==> src/rtl/load_store_unit_pkg.sv <==
// Shared LSU types: RISC-V load/store funct3 encodings, FSM states and error codes.
package load_store_unit_pkg;

  localparam int unsigned FUNCT3_W = 3;
  localparam int unsigned ERR_W    = 2;

  localparam logic [FUNCT3_W-1:0] FUNCT3_LB  = 3'd0;
  localparam logic [FUNCT3_W-1:0] FUNCT3_LH  = 3'd1;
  localparam logic [FUNCT3_W-1:0] FUNCT3_LW  = 3'd2;
  localparam logic [FUNCT3_W-1:0] FUNCT3_LBU = 3'd4;
  localparam logic [FUNCT3_W-1:0] FUNCT3_LHU = 3'd5;
  localparam logic [FUNCT3_W-1:0] FUNCT3_SB  = 3'd0;
  localparam logic [FUNCT3_W-1:0] FUNCT3_SH  = 3'd1;
  localparam logic [FUNCT3_W-1:0] FUNCT3_SW  = 3'd2;

  typedef enum logic [1:0] {
    IDLE   = 2'd0,
    ACCESS = 2'd1,
    RESP   = 2'd2
  } lsu_state_e;

  typedef enum logic [ERR_W-1:0] {
    ERR_NONE     = 2'b00,
    ERR_MISALIGN = 2'b01,
    ERR_NULL     = 2'b10,
    ERR_FUNCT3   = 2'b11
  } lsu_err_e;

  // Stores only encode byte/half/word; loads additionally have the unsigned variants.
  function automatic logic funct3_legal(input logic [FUNCT3_W-1:0] funct3, input logic is_store);
    logic ok;
    if (is_store) begin
      ok = (funct3 == FUNCT3_SB) || (funct3 == FUNCT3_SH) || (funct3 == FUNCT3_SW);
    end else begin
      ok = (funct3 == FUNCT3_LB) || (funct3 == FUNCT3_LH) || (funct3 == FUNCT3_LW) ||
           (funct3 == FUNCT3_LBU) || (funct3 == FUNCT3_LHU);
    end
    return ok;
  endfunction

endpackage

==> src/rtl/lsu_align_check.sv <==
// Combinational legality check of an access: funct3 first, then null address, then alignment.
module lsu_align_check
  import load_store_unit_pkg::*;
#(
  parameter int unsigned AWIDTH = 32
) (
  input  logic [AWIDTH-1:0]   addr_i,
  input  logic [FUNCT3_W-1:0] funct3_i,
  input  logic                is_store_i,
  output logic [ERR_W-1:0]    err_o
);

  logic w_misaligned;

  // funct3[1:0] encodes access size for every legal load/store (01 = half, 10 = word).
  assign w_misaligned = ((funct3_i[1:0] == 2'b01) && addr_i[0]) ||
                        ((funct3_i[1:0] == 2'b10) && (addr_i[1:0] != 2'b00));

  always_comb begin
    err_o = ERR_W'(ERR_NONE);
    if (!funct3_legal(funct3_i, is_store_i)) begin
      err_o = ERR_W'(ERR_FUNCT3);
    end else if (addr_i == '0) begin
      err_o = ERR_W'(ERR_NULL);
    end else if (w_misaligned) begin
      err_o = ERR_W'(ERR_MISALIGN);
    end
  end

endmodule

==> src/rtl/load_store_unit.sv <==
// Memory-stage front end: accepts one request, performs a single-cycle memory access,
// and holds a registered response until writeback takes it.
module load_store_unit
  import load_store_unit_pkg::*;
#(
  parameter int unsigned AWIDTH = 32,
  parameter int unsigned DWIDTH = 32
) (
  input  logic                clk,
  input  logic                rst,
  input  logic                req_valid_i,
  output logic                req_ready_o,
  input  logic [AWIDTH-1:0]   req_addr_i,
  input  logic [DWIDTH-1:0]   req_wdata_i,
  input  logic [FUNCT3_W-1:0] req_funct3_i,
  input  logic                req_is_store_i,
  input  logic [4:0]          req_rd_i,
  output logic                resp_valid_o,
  input  logic                resp_ready_i,
  output logic [DWIDTH-1:0]   resp_rdata_o,
  output logic [4:0]          resp_rd_o,
  output logic                resp_is_store_o,
  output logic [ERR_W-1:0]    resp_err_o,
  output logic [AWIDTH-1:0]   mem_addr_o,
  output logic [DWIDTH-1:0]   mem_data_o,
  output logic [FUNCT3_W-1:0] mem_funct3_o,
  output logic                mem_read_en_o,
  output logic                mem_write_en_o,
  input  logic [DWIDTH-1:0]   mem_data_i
);

  lsu_state_e          r_state;
  logic [AWIDTH-1:0]   r_addr;
  logic [DWIDTH-1:0]   r_wdata;
  logic [DWIDTH-1:0]   r_rdata;
  logic [FUNCT3_W-1:0] r_funct3;
  logic                r_is_store;
  logic [4:0]          r_rd;
  logic [ERR_W-1:0]    r_err;

  logic                w_accept;
  logic                w_access;
  logic [ERR_W-1:0]    w_err;

  lsu_align_check #(
    .AWIDTH (AWIDTH)
  ) u_align_check (
    .addr_i     (req_addr_i),
    .funct3_i   (req_funct3_i),
    .is_store_i (req_is_store_i),
    .err_o      (w_err)
  );

  // Ready while a held response is being consumed lets a new request slip in back-to-back.
  assign req_ready_o = (r_state == IDLE) || ((r_state == RESP) && resp_ready_i);
  assign w_accept    = req_valid_i && req_ready_o;
  assign w_access    = (r_state == ACCESS);

  // Gating with rst keeps a reset landing on ACCESS from committing the store.
  assign mem_read_en_o  = w_access && !r_is_store && rst;
  assign mem_write_en_o = w_access && r_is_store && rst;
  assign mem_addr_o     = r_addr;
  assign mem_data_o     = r_wdata;
  assign mem_funct3_o   = r_funct3;

  assign resp_valid_o    = (r_state == RESP);
  assign resp_rdata_o    = r_rdata;
  assign resp_rd_o       = r_rd;
  assign resp_is_store_o = r_is_store;
  assign resp_err_o      = r_err;

  always_ff @(posedge clk) begin
    if (!rst) begin
      r_state    <= IDLE;
      r_addr     <= '0;
      r_wdata    <= '0;
      r_rdata    <= '0;
      r_funct3   <= '0;
      r_is_store <= 1'b0;
      r_rd       <= '0;
      r_err      <= ERR_W'(ERR_NONE);
    end else if (w_accept) begin
      r_addr     <= req_addr_i;
      r_wdata    <= req_wdata_i;
      r_funct3   <= req_funct3_i;
      r_is_store <= req_is_store_i;
      r_rd       <= req_rd_i;
      r_err      <= w_err;
      r_rdata    <= '0;
      r_state    <= (w_err == ERR_W'(ERR_NONE)) ? ACCESS : RESP;
    end else begin
      case (r_state)
        ACCESS: begin
          r_rdata <= r_is_store ? '0 : mem_data_i;
          r_state <= RESP;
        end
        RESP: begin
          if (resp_ready_i) begin
            r_state <= IDLE;
          end
        end
        default: begin
          r_state <= r_state;
        end
      endcase
    end
  end

endmodule

==> config.mk <==
export PLATFORM = sky130hd
export DESIGN_NAME = load_store_unit
export DESIGN_NICKNAME = d
export VERILOG_FILES = /design/src/rtl/load_store_unit_pkg.sv /design/src/rtl/lsu_align_check.sv /design/src/rtl/load_store_unit.sv
export SDC_FILE = /design/constraint.sdc
export NUM_CORES = 1
export LEC_CHECK = 0
export ABC_AREA = 1
export BUFFER_PORTS_ARGS = -buffer_cell sky130_fd_sc_hd__buf_2
export CORE_MARGIN = 2
export CORE_UTILIZATION = 45
export CTS_BUF_LIST = sky130_fd_sc_hd__clkbuf_8
export CTS_CLUSTER_SIZE = 12
export DETAILED_ROUTE_END_ITERATION = 10
export GPL_ROUTABILITY_DRIVEN = 0
export PLACE_DENSITY_LB_ADDON = 0.25
export SYNTH_ARGS = -nofsm -noshare
export SYNTH_HDL_FRONTEND = slang
export SYNTH_HIERARCHICAL = 1
export SYNTH_SLANG_ARGS = --single-unit
export TNS_END_PERCENT = 10
==> constraint.sdc <==
create_clock -name clk -period 2 [get_ports clk]
set_input_delay 0.1 -clock clk [delete_from_list [all_inputs] [get_ports clk]]
set_output_delay 0.1 -clock clk [all_outputs]
set_load 0.01 [all_outputs]
==> metrics <==
Layout area overhead=58.2%; largest net degree at the start of global routing=79; gr ovfl total=0; Non-Filler Instances=904; max cap viols=0; Initial Utilization=0.458; Slowest-stage cell, CP=dfxtp_1; io pins=220; CP Capture Type=output pin; CTS sink count=109; FMAX=605 MHz; # rows=34; part of the power in registers=0.515; crit path time final=~1.7 ns; share of layout cells above drive strength 1=0.313; Post-Synthesis Cells=493; clk buf depth=2; Yosys reg bits=109; Root Buffer=clkbuf_8; Worst-Margin Slew=about 0.69 ns; CTS tree=yes; # port buffers=219; DP Worst Slack=0.214 ns; worst-path maximum fanout=35; Syn Nets=602; Synth warnings=6; final setup margin=roughly 0.35 ns; Pre-antenna DRT Iters=5; Setup Skew=0.00663 ns; Final Hold Vio Count=0; Post-CTS Setup Bufs=0; sequential fraction of the synthesis area=0.552; Final Net Count=900; drt wl/cell=14.4 um; antenna violations before repair=0; Post-synth top flop=dfxtp_1; top cells by count, synth=nand2_1, dfxtp_1, a21oi_1; vias per cell=4.95; final WL=13000 um; EDFF count, synth=0; GRT Util Overall=0.262; met2 Use GR=0.473; Psw=0.00118 W; mean area per synthesized cell=8.02 um2; first-pass GRT wire length=20600 um; Pleak=about 2.9 nW; DRC=0; Critical Path AT=1.55 ns; worst vdd ir=481 uV; CTS H-tree lvls=3; area share of the largest cell type after synthesis=0.552; fill cell count=667; Unique masters post-synth=21; Clock Power Share=0.317; status=finished clean; internal cell power=0.00335 W; Fin Setup TNS=0 ns; Most Used Layer, Global Route=met2; Die Width=between 90 and 100 um; Core Util, Final=0.724; relative slew slack=0.540; total CTS buffers=9; Antenna Nets Post-Route=0; DR iter-0 viols=211; post-placement cell count=793; ANT cells=0; Sw Ratio=0.260; combinational cell fraction of total power=0.168; GR Util met3=0.0623; Power Dens Cells=723 nW/um2; largest stage delay on the critical path=0.40 ns; clock latency on the worst-skew pair=0.35 ns; dpl hpwl=7710 um; vias in the first global route=4414; most frequent cell after synthesis=nand2_1; CP Launch Type=flop; Synth area leader=dfxtp_1; clk slew on worst S/H paths=about 0.10 ns; endpoints failing setup=0; largest cells by area after synthesis=dfxtp_1, nand2_1, a21oi_1; Worst Path Required=1.90 ns; Vert. Die Dim=97.7 um; asr flop ratio synth=0; final period utilization=0.827; Post-Syn Area=3950 um2; CP cell instances=inv_1 > nand2_2 > buf_4 > nor3_1 > buf_2; unrepaired setup endpoints after global routing=no; Die Area=9550 um2; grt met1 use=0.295; Slew Viols, Final=0; worst hold-check path type=in -> reg; vias=4476; core footprint=8640 um2; class of the most critical setup path=reg -> out
state kept, by name (all words and copies together), names as in the netlist:
name	flops
mem_data_o	32
r_state	2
mem_addr_o	32
resp_is_store_o	1
mem_funct3_o	3
resp_rdata_o	32
resp_err_o	2
resp_rd_o	5
layout make-up:
type | instances | area, um2 | share of cell area
Inverter | 7 | 26.3 | 0.00420
Clock buffer | 9 | 124 | 0.0198
Clock inverter | 7 | 90.1 | 0.0144
Multi-Input combinational cell | 344 | 1560 | 0.249
Tap cell | 108 | 135 | 0.0216
Sequential cell | 109 | 2180 | 0.349
Timing Repair Buffer | 320 | 2140 | 0.342
final timing paths:
kind | from | slack, ns | to | cells after the start
setup / recovery | r_state[1]$_SDFFE_PN0P_ | 0.35 | mem_write_en_o | 5
hold / removal | req_addr_i[17] | 0.01 | mem_addr_o[17]$_SDFFE_PN0P_ | 3
hold reg to reg | mem_data_o[19]$_SDFFE_PN0P_ | 0.47 | mem_data_o[19]$_SDFFE_PN0P_ | 2
setup reg to reg | r_state[0]$_SDFFE_PN0P_ | 0.52 | resp_rdata_o[3]$_SDFFE_PP0N_ | 6
cells by family (layout without fill, tap and decap cells):
group                  Yosys count  after routing  share of synthesized area
AOI/OAI and AO/OA              115            115                      0.166
and+or+nand+nor                229            229                      0.226
buffers and inverters           40            343                     0.0557
DFF                            109            109                      0.552
what timing repair did:
action                                 CTS  global route
setup endpoints to repair                0            29
resized for setup                        0             1
hold buffers                            94             1
endpoints found under the hold margin   94             1
metrics by stage:
| stage | cell area [um2] | hold slack, ns | power, W |
|---|---|---|---|
| 2_1_floorplan | 3950 | 0.238 | 0.00269 |
| 3_3_place_gp | 5090 | 0.337 | 0.00296 |
| 3_5_place_dp | 5090 | 0.343 | 0.00298 |
| 4_1_cts | 6240 | 0.00159 | 0.00455 |
| 5_1_grt | 6260 | 0.0111 | 0.00473 |
| 6_report | 6260 | 0.0120 | 0.00452 |
layout by cell type, fill, tap and decap left out, types with 2 or more instances in the layout:
cell / count
buf_2: 219
nand2_1: 165
dfxtp_1: 109
dlygate4sd3_1: 95
a21oi_1: 78
nor2_1: 53
a22oi_1: 32
clkbuf_8: 9
inv_1: 5
buf_12: 4
inv_2: 3
o21ai_0: 3
nand2_2: 2
nor3_1: 2
nand3_1: 2
bufinv_16: 2
clkinv_2: 2
buf_4: 2
routing by layer:
layer	up-vias	share of wire
met5	-	0
met3	38	0.067
met2	200	0.51
met1	2036	0.39
li1	2202	-
met4	0	0.033
worst max-delay path, delay by kind of cell, from the launching register on:
kind	cells	cell delay, ns
buf+inv	3	0.60
flops	1	0.40
simple gates	2	0.20
power groups by stage:
stage | combinational [W] | clock, W | sequential, W
finish | 0.000761 | 0.00144 | 0.00233
global route | 0.000833 | 0.00156 | 0.00234
CTS | 0.000749 | 0.00147 | 0.00233
detailed placement | 0.000603 | 0 | 0.00237
global placement | 0.000593 | 0 | 0.00237
floorplan | 0.000273 | 0 | 0.00242
(Power assumes the default switching activity.)
